`src/rtl/control_sequencer.sv`:
```
// Hardwired micro-operation sequencer for the 8-bit relatively-simple CPU.
// Decodes T0-T7 and one-hot instruction lines into strobes, with memory wait states and run/step control.
module control_sequencer (
  input  logic        CLK,
  input  logic        RESET_N,
  input  logic        T0,
  input  logic        T1,
  input  logic        T2,
  input  logic        T3,
  input  logic        T4,
  input  logic        T5,
  input  logic        T6,
  input  logic        T7,
  input  logic        INOP,
  input  logic        ILDAC,
  input  logic        ISTAC,
  input  logic        IMVAC,
  input  logic        IMOVR,
  input  logic        IJUMP,
  input  logic        IJMPZ,
  input  logic        IJPNZ,
  input  logic        IADD,
  input  logic        ISUB,
  input  logic        IINAC,
  input  logic        ICLAC,
  input  logic        IAND,
  input  logic        IOR,
  input  logic        IXOR,
  input  logic        INOT,
  input  logic        Z,
  input  logic        MEM_READY,
  input  logic        RUN,
  input  logic        STEP,
  output logic        INC,
  output logic        CLEAR,
  output logic        FULL_RESET,
  output logic        ARLOAD,
  output logic        ARINC,
  output logic        PCLOAD,
  output logic        PCINC,
  output logic        DRLOAD,
  output logic        TRLOAD,
  output logic        IRLOAD,
  output logic        RLOAD,
  output logic        ACLOAD,
  output logic        ZLOAD,
  output logic        PCBUS,
  output logic        DRBUS,
  output logic        TRBUS,
  output logic        RBUS,
  output logic        ACBUS,
  output logic        MEMBUS,
  output logic        BUSMEM,
  output logic        READ,
  output logic        WRITE,
  output logic [3:0]  ALU_OP,
  output logic        PAUSED,
  output logic [15:0] INSTR_COUNT
);

  typedef enum logic [1:0] {
    S_CLR   = 2'd0,
    S_RUN   = 2'd1,
    S_STEP1 = 2'd2,
    S_PAUSE = 2'd3
  } state_t;

  typedef struct packed {
    logic       arload;
    logic       arinc;
    logic       pcload;
    logic       pcinc;
    logic       drload;
    logic       trload;
    logic       irload;
    logic       rload;
    logic       acload;
    logic       zload;
    logic       pcbus;
    logic       drbus;
    logic       trbus;
    logic       rbus;
    logic       acbus;
    logic       membus;
    logic       busmem;
    logic       read;
    logic       write;
    logic       clear;
    logic [3:0] alu_op;
  } uop_t;

  state_t      state_reg;
  state_t      state_next;
  logic [15:0] count_reg;
  logic        retire;
  logic        stall;
  uop_t        uop;

  logic        addr_fetch;
  logic        jump_taken;
  logic        jump_untaken;
  logic        alu_instr;
  logic        alu_rbus;
  logic [3:0]  alu_code;

  assign addr_fetch   = ILDAC | ISTAC;
  assign jump_taken   = IJUMP | (IJMPZ & Z) | (IJPNZ & ~Z);
  assign jump_untaken = (IJMPZ & ~Z) | (IJPNZ & Z);
  assign INSTR_COUNT  = count_reg;

  always_comb begin
    alu_code  = 4'd0;
    alu_rbus  = 1'b0;
    alu_instr = 1'b1;
    if (IADD) begin
      alu_code = 4'd1;
      alu_rbus = 1'b1;
    end else if (ISUB) begin
      alu_code = 4'd2;
      alu_rbus = 1'b1;
    end else if (IINAC) begin
      alu_code = 4'd3;
    end else if (ICLAC) begin
      alu_code = 4'd4;
    end else if (IAND) begin
      alu_code = 4'd5;
      alu_rbus = 1'b1;
    end else if (IOR) begin
      alu_code = 4'd6;
      alu_rbus = 1'b1;
    end else if (IXOR) begin
      alu_code = 4'd7;
      alu_rbus = 1'b1;
    end else if (INOT) begin
      alu_code = 4'd8;
    end else begin
      alu_instr = 1'b0;
    end
  end

  // Raw micro-program; any step without a defined operation terminates so the counter never stalls.
  always_comb begin
    uop = '0;
    if (T0) begin
      uop.pcbus  = 1'b1;
      uop.arload = 1'b1;
    end else if (T1) begin
      uop.read   = 1'b1;
      uop.membus = 1'b1;
      uop.drload = 1'b1;
      uop.pcinc  = 1'b1;
    end else if (T2) begin
      uop.irload = 1'b1;
      uop.pcbus  = 1'b1;
      uop.arload = 1'b1;
    end else if (T3) begin
      if (addr_fetch) begin
        uop.read   = 1'b1;
        uop.membus = 1'b1;
        uop.drload = 1'b1;
        uop.pcinc  = 1'b1;
        uop.arinc  = 1'b1;
      end else if (IMVAC) begin
        uop.acbus = 1'b1;
        uop.rload = 1'b1;
        uop.clear = 1'b1;
      end else if (IMOVR) begin
        uop.rbus   = 1'b1;
        uop.acload = 1'b1;
        uop.zload  = 1'b1;
        uop.clear  = 1'b1;
      end else if (jump_taken) begin
        uop.read   = 1'b1;
        uop.membus = 1'b1;
        uop.drload = 1'b1;
        uop.arinc  = 1'b1;
      end else if (jump_untaken) begin
        uop.pcinc = 1'b1;
      end else if (alu_instr) begin
        uop.acload = 1'b1;
        uop.zload  = 1'b1;
        uop.rbus   = alu_rbus;
        uop.alu_op = alu_code;
        uop.clear  = 1'b1;
      end else begin
        uop.clear = 1'b1;
      end
    end else if (T4) begin
      if (addr_fetch || jump_taken) begin
        uop.read   = 1'b1;
        uop.membus = 1'b1;
        uop.drload = 1'b1;
        uop.trload = 1'b1;
        uop.pcinc  = addr_fetch;
      end else if (jump_untaken) begin
        uop.pcinc = 1'b1;
        uop.clear = 1'b1;
      end else begin
        uop.clear = 1'b1;
      end
    end else if (T5) begin
      if (addr_fetch) begin
        uop.drbus  = 1'b1;
        uop.trbus  = 1'b1;
        uop.arload = 1'b1;
      end else if (jump_taken) begin
        uop.drbus  = 1'b1;
        uop.trbus  = 1'b1;
        uop.pcload = 1'b1;
        uop.clear  = 1'b1;
      end else begin
        uop.clear = 1'b1;
      end
    end else if (T6) begin
      if (ILDAC) begin
        uop.read   = 1'b1;
        uop.membus = 1'b1;
        uop.drload = 1'b1;
      end else if (ISTAC) begin
        uop.acbus  = 1'b1;
        uop.drload = 1'b1;
      end else begin
        uop.clear = 1'b1;
      end
    end else if (T7) begin
      if (ILDAC) begin
        uop.drbus  = 1'b1;
        uop.acload = 1'b1;
        uop.zload  = 1'b1;
        uop.clear  = 1'b1;
      end else if (ISTAC) begin
        uop.write  = 1'b1;
        uop.drbus  = 1'b1;
        uop.busmem = 1'b1;
        uop.clear  = 1'b1;
      end else begin
        uop.clear = 1'b1;
      end
    end else begin
      uop.clear = 1'b1;
    end
  end

  assign stall = (uop.read | uop.write) & ~MEM_READY;

  always_ff @(posedge CLK) begin
    if (!RESET_N) begin
      state_reg <= S_CLR;
      count_reg <= '0;
    end else begin
      state_reg <= state_next;
      if (retire) begin
        count_reg <= count_reg + 16'd1;
      end
    end
  end

  always_comb begin
    state_next = state_reg;
    retire     = 1'b0;
    INC        = 1'b0;
    CLEAR      = 1'b0;
    FULL_RESET = 1'b0;
    ARLOAD     = 1'b0;
    ARINC      = 1'b0;
    PCLOAD     = 1'b0;
    PCINC      = 1'b0;
    DRLOAD     = 1'b0;
    TRLOAD     = 1'b0;
    IRLOAD     = 1'b0;
    RLOAD      = 1'b0;
    ACLOAD     = 1'b0;
    ZLOAD      = 1'b0;
    PCBUS      = 1'b0;
    DRBUS      = 1'b0;
    TRBUS      = 1'b0;
    RBUS       = 1'b0;
    ACBUS      = 1'b0;
    MEMBUS     = 1'b0;
    BUSMEM     = 1'b0;
    READ       = 1'b0;
    WRITE      = 1'b0;
    ALU_OP     = 4'd0;
    PAUSED     = 1'b0;
    case (state_reg)
      S_CLR: begin
        CLEAR      = 1'b1;
        FULL_RESET = 1'b1;
        state_next = RUN ? S_RUN : S_PAUSE;
      end
      S_PAUSE: begin
        PAUSED = 1'b1;
        if (RUN) begin
          state_next = S_RUN;
        end else if (STEP) begin
          state_next = S_STEP1;
        end
      end
      S_RUN, S_STEP1: begin
        // Bus and address drivers hold through a wait state; state-changing strobes wait for MEM_READY.
        READ   = uop.read;
        WRITE  = uop.write;
        PCBUS  = uop.pcbus;
        DRBUS  = uop.drbus;
        TRBUS  = uop.trbus;
        RBUS   = uop.rbus;
        ACBUS  = uop.acbus;
        MEMBUS = uop.membus;
        BUSMEM = uop.busmem;
        ALU_OP = uop.alu_op;
        if (!stall) begin
          ARLOAD = uop.arload;
          ARINC  = uop.arinc;
          PCLOAD = uop.pcload;
          PCINC  = uop.pcinc;
          DRLOAD = uop.drload;
          TRLOAD = uop.trload;
          IRLOAD = uop.irload;
          RLOAD  = uop.rload;
          ACLOAD = uop.acload;
          ZLOAD  = uop.zload;
          INC    = ~uop.clear;
          CLEAR  = uop.clear;
          if (uop.clear) begin
            retire     = 1'b1;
            state_next = (state_reg == S_RUN && RUN) ? S_RUN : S_PAUSE;
          end
        end
      end
      default: state_next = S_CLR;
    endcase
  end

endmodule

```
`config.mk`:
```
export PLATFORM = sky130hd
export DESIGN_NAME = control_sequencer
export DESIGN_NICKNAME = d
export VERILOG_FILES = /design/src/rtl/control_sequencer.sv
export SDC_FILE = /design/constraint.sdc
export NUM_CORES = 1
export LEC_CHECK = 0
export ABC_AREA = 1
export CAP_MARGIN = 15
export CORE_ASPECT_RATIO = 1.25
export CORE_MARGIN = 8
export CORE_UTILIZATION = 35
export CTS_BUF_LIST = sky130_fd_sc_hd__clkbuf_8
export CTS_CLUSTER_SIZE = 25
export DETAILED_ROUTE_END_ITERATION = 7
export PLACE_DENSITY = 0.69
export SYNTH_ARGS = -nofsm -noshare
export SYNTH_HDL_FRONTEND = slang
export SYNTH_SLANG_ARGS = --single-unit
export TNS_END_PERCENT = 10
```
`constraint.sdc`:
```
create_clock -name CLK -period 3 [get_ports CLK]
set_clock_uncertainty 0.1 [all_clocks]
set_input_delay 0.3 -clock CLK [delete_from_list [all_inputs] [get_ports CLK]]
set_output_delay 0.3 -clock CLK [all_outputs]
set_load 0.03 [all_outputs]
```
==> results_dict.tcl <==
set metrics [dict create \
    dr.pass1.iters 4 \
    worstMarginPinSlew_ns 0.593 \
    synth_edf_count 0 \
    min_path_cells 2 \
    grt_max_degree 15 \
    vias_per_cell 5.04 \
    slew-limit-headroom_pct 60.2 \
    cts.path.max_buffers 2 \
    drtIter0Drc 84 \
    synthToLayoutAreaGrowth_pct 48.1 \
    cp_slowest_stage_delay_ns 0.70 \
    synthFlopType "dfxtp_1" \
    postCtsSetupBuffers 0 \
    crit_slowest_cell "clkdlybuf4s50_1" \
    final_cells 411 \
    total_leakage_power_nw 1.10 \
    dp_hpwl_um 4430 \
    total_power_w 0.00101 \
    port_buffers 71 \
    crit_fanout 7 \
    wl_per_cell_um 13.2 \
    crit_chain "inv_1, ha_1, inv_1, nor2_1, nand3_1, nor3_1, clkdlybuf4s50_1" \
    setup.worst_path.class "register to primary output" \
    min_period_over_period_pct 97.2 \
    synth_top_area_cell "dfxtp_1" \
    yosysWarningCount 0 \
    cp_data_arrival_time_ns 2.52 \
    overflow 0 \
    drt_wl_total_um 5430 \
    critPathLaunchType "register" \
    drv_cap 0 \
    placed_cell_area_mm2 0.00240 \
    stdcell_area_mm2 0.00248 \
    fmax_mhz 343 \
    required_ns 2.60 \
    die_h_um 93.4 \
    setup_violations 0 \
    synth_most_common_cell "nand2_1" \
    synthesis.area_mm2 0.00168 \
    min_period_ns 2.92 \
    drive_above_1_share_pct 9.97 \
    holdBufCountCts 0 \
    route.antenna.remaining_nets 0 \
    synth_commonest_cells "nand2_1, nor2_1, inv_1" \
    syn_inst 279 \
    tns_ns 0 \
    htreeDepth 1 \
    grt_usage_pct 14.2 \
    synthArstFlopShare_pct 0 \
    cts.root.buffer_cell "clkbuf_8" \
    crit_top_cell "inv_1" \
    place_ws_ns 0.0151 \
    synth_top_area_share_pct 21.5 \
    dp.cells 407 \
    synth_area_per_cell_um2 6.01 \
    path_buf_inv 3 \
    dieArea_mm2 0.00727 \
    vias 2073 \
    reg2reg_depth 9 \
    gp_congestion 0.954 \
    cts_tree "done" \
    hold_path_class "register to register" \
    clock-sinks 18 \
    drv_slew 0 \
    largest_reg_flops 16 \
    initial_core_util_pct 36.0 \
    endpoint_kind "primary output" \
    nNetsFinal 386 \
    syn_nets 313 \
    finalHoldViolations 0 \
    insertedDiodeCount 0 \
    pin_count 73 \
    rsz0062_at_grt "no" \
    clk_pin_slew_worst_paths_ns 0.07 \
    setup_slack_ns 0.0835 \
    antenna_found_initial 0 \
    grt_pass1_wl_um 8640 \
    irDropWorstVdd_v 0.000250 \
    core-area_mm2 0.00466 \
    ys_ff_latch 18 \
    clk_latency_ns 0.26 \
    die_w_um 77.9 \
    cts_resized 0 \
    route.detailed.drc 0 \
    crit_family "buffers and inverters" \
    cp.depth 7 \
    ys_types 32 \
    cts_buffers 3 \
    rows 28 \
    grt_pass1_vias 1924 \
    power_density_mw_per_mm2 405 \
    status "finished clean" \
    yosys-top-cells-area "dfxtp_1, nand2_1, nor2_1, a21oi_1, inv_1" \
    ys_seq_area_share_pct 21.5 \
]
[path summary, 6_finish.rpt]
path / start / to / slack [ns]
worst min register to register: INSTR_COUNT[15] / INSTR_COUNT[15] / 0.40
worst max-delay path: register / PCLOAD / 0.08
worst min-delay path: INSTR_COUNT[15] / INSTR_COUNT[15] / 0.40
worst max register to register: INSTR_COUNT[0] / INSTR_COUNT[15] / 0.94
[cell families (layout without fill, tap and decap cells)]
kind of cell             after synthesis  count (layout)  share of synthesized area (%)
XOR/XNOR                              10              10                           5.22
multiplexers                           1               1                          0.597
AO/OA/AOI/OAI                         43              43                           13.7
adder cells (fa/ha/maj)                4               4                           2.99
buffers and inverters                 49             121                           13.9
AND/OR/NAND/NOR                      154             154                           42.2
flip-flops                            18              18                           21.5
[area by class of cell]
type	instances	area [um2]
Multi-Input combinational cell	212	1090
Timing Repair Buffer	76	753
Sequential cell	18	360
Tap cell	60	75.1
Clock buffer	4	55.1
Inverter	41	154
Fill cell	463	2180
[stage by stage]
stage	util [%]	hold slack [ns]
2_1_floorplan	-	0.397
3_3_place_gp	51.6	0.385
3_5_place_dp	51.6	0.396
4_1_cts	52.8	0.407
5_1_grt	53.3	0.435
6_report	53.3	0.398
[cells in the final DEF, fill, tap and decap left out, types with 5 or more instances in the layout]
| cell type | n |
|---|---|
| nor2_1 | 37 |
| nand3_1 | 19 |
| buf_4 | 12 |
| inv_1 | 36 |
| a21oi_1 | 28 |
| xor2_1 | 5 |
| nand2_1 | 61 |
| dlymetal6s2s_1 | 9 |
| xnor2_1 | 5 |
| nor4_1 | 7 |
| o21ai_0 | 7 |
| nand4_1 | 5 |
| clkdlybuf4s50_1 | 55 |
| dfxtp_1 | 18 |
| nor3_1 | 10 |
| nand2_2 | 5 |
[where the power goes]
part	switching (W)	total (W)	leakage, nW	internal [W]
clock	0.0000848	0.000202	0.0288	0.000117
sequential	0.00000756	0.000259	0.145	0.000251
combinational	0.000337	0.000545	0.925	0.000207
total	0.000430	0.00101	1.10	0.000575
[tightest hold or removal path, delay by kind of cell (launching register included)]
kind	cells	cell delay, ns
flops	1	0.33
simple gates	1	0.07
compound gates	1	0.06
[routing by layer]
metal / part of all wire [%] / routed length, um / track usage, %
met1: 44 / 2380 / 16.6
met2: 47 / 2540 / 24.7
met3: 6.8 / 369 / 2.78
met4: 2.6 / 141 / 5.73
met5: 0 / 0 / 0
(Power assumes the default switching activity.)
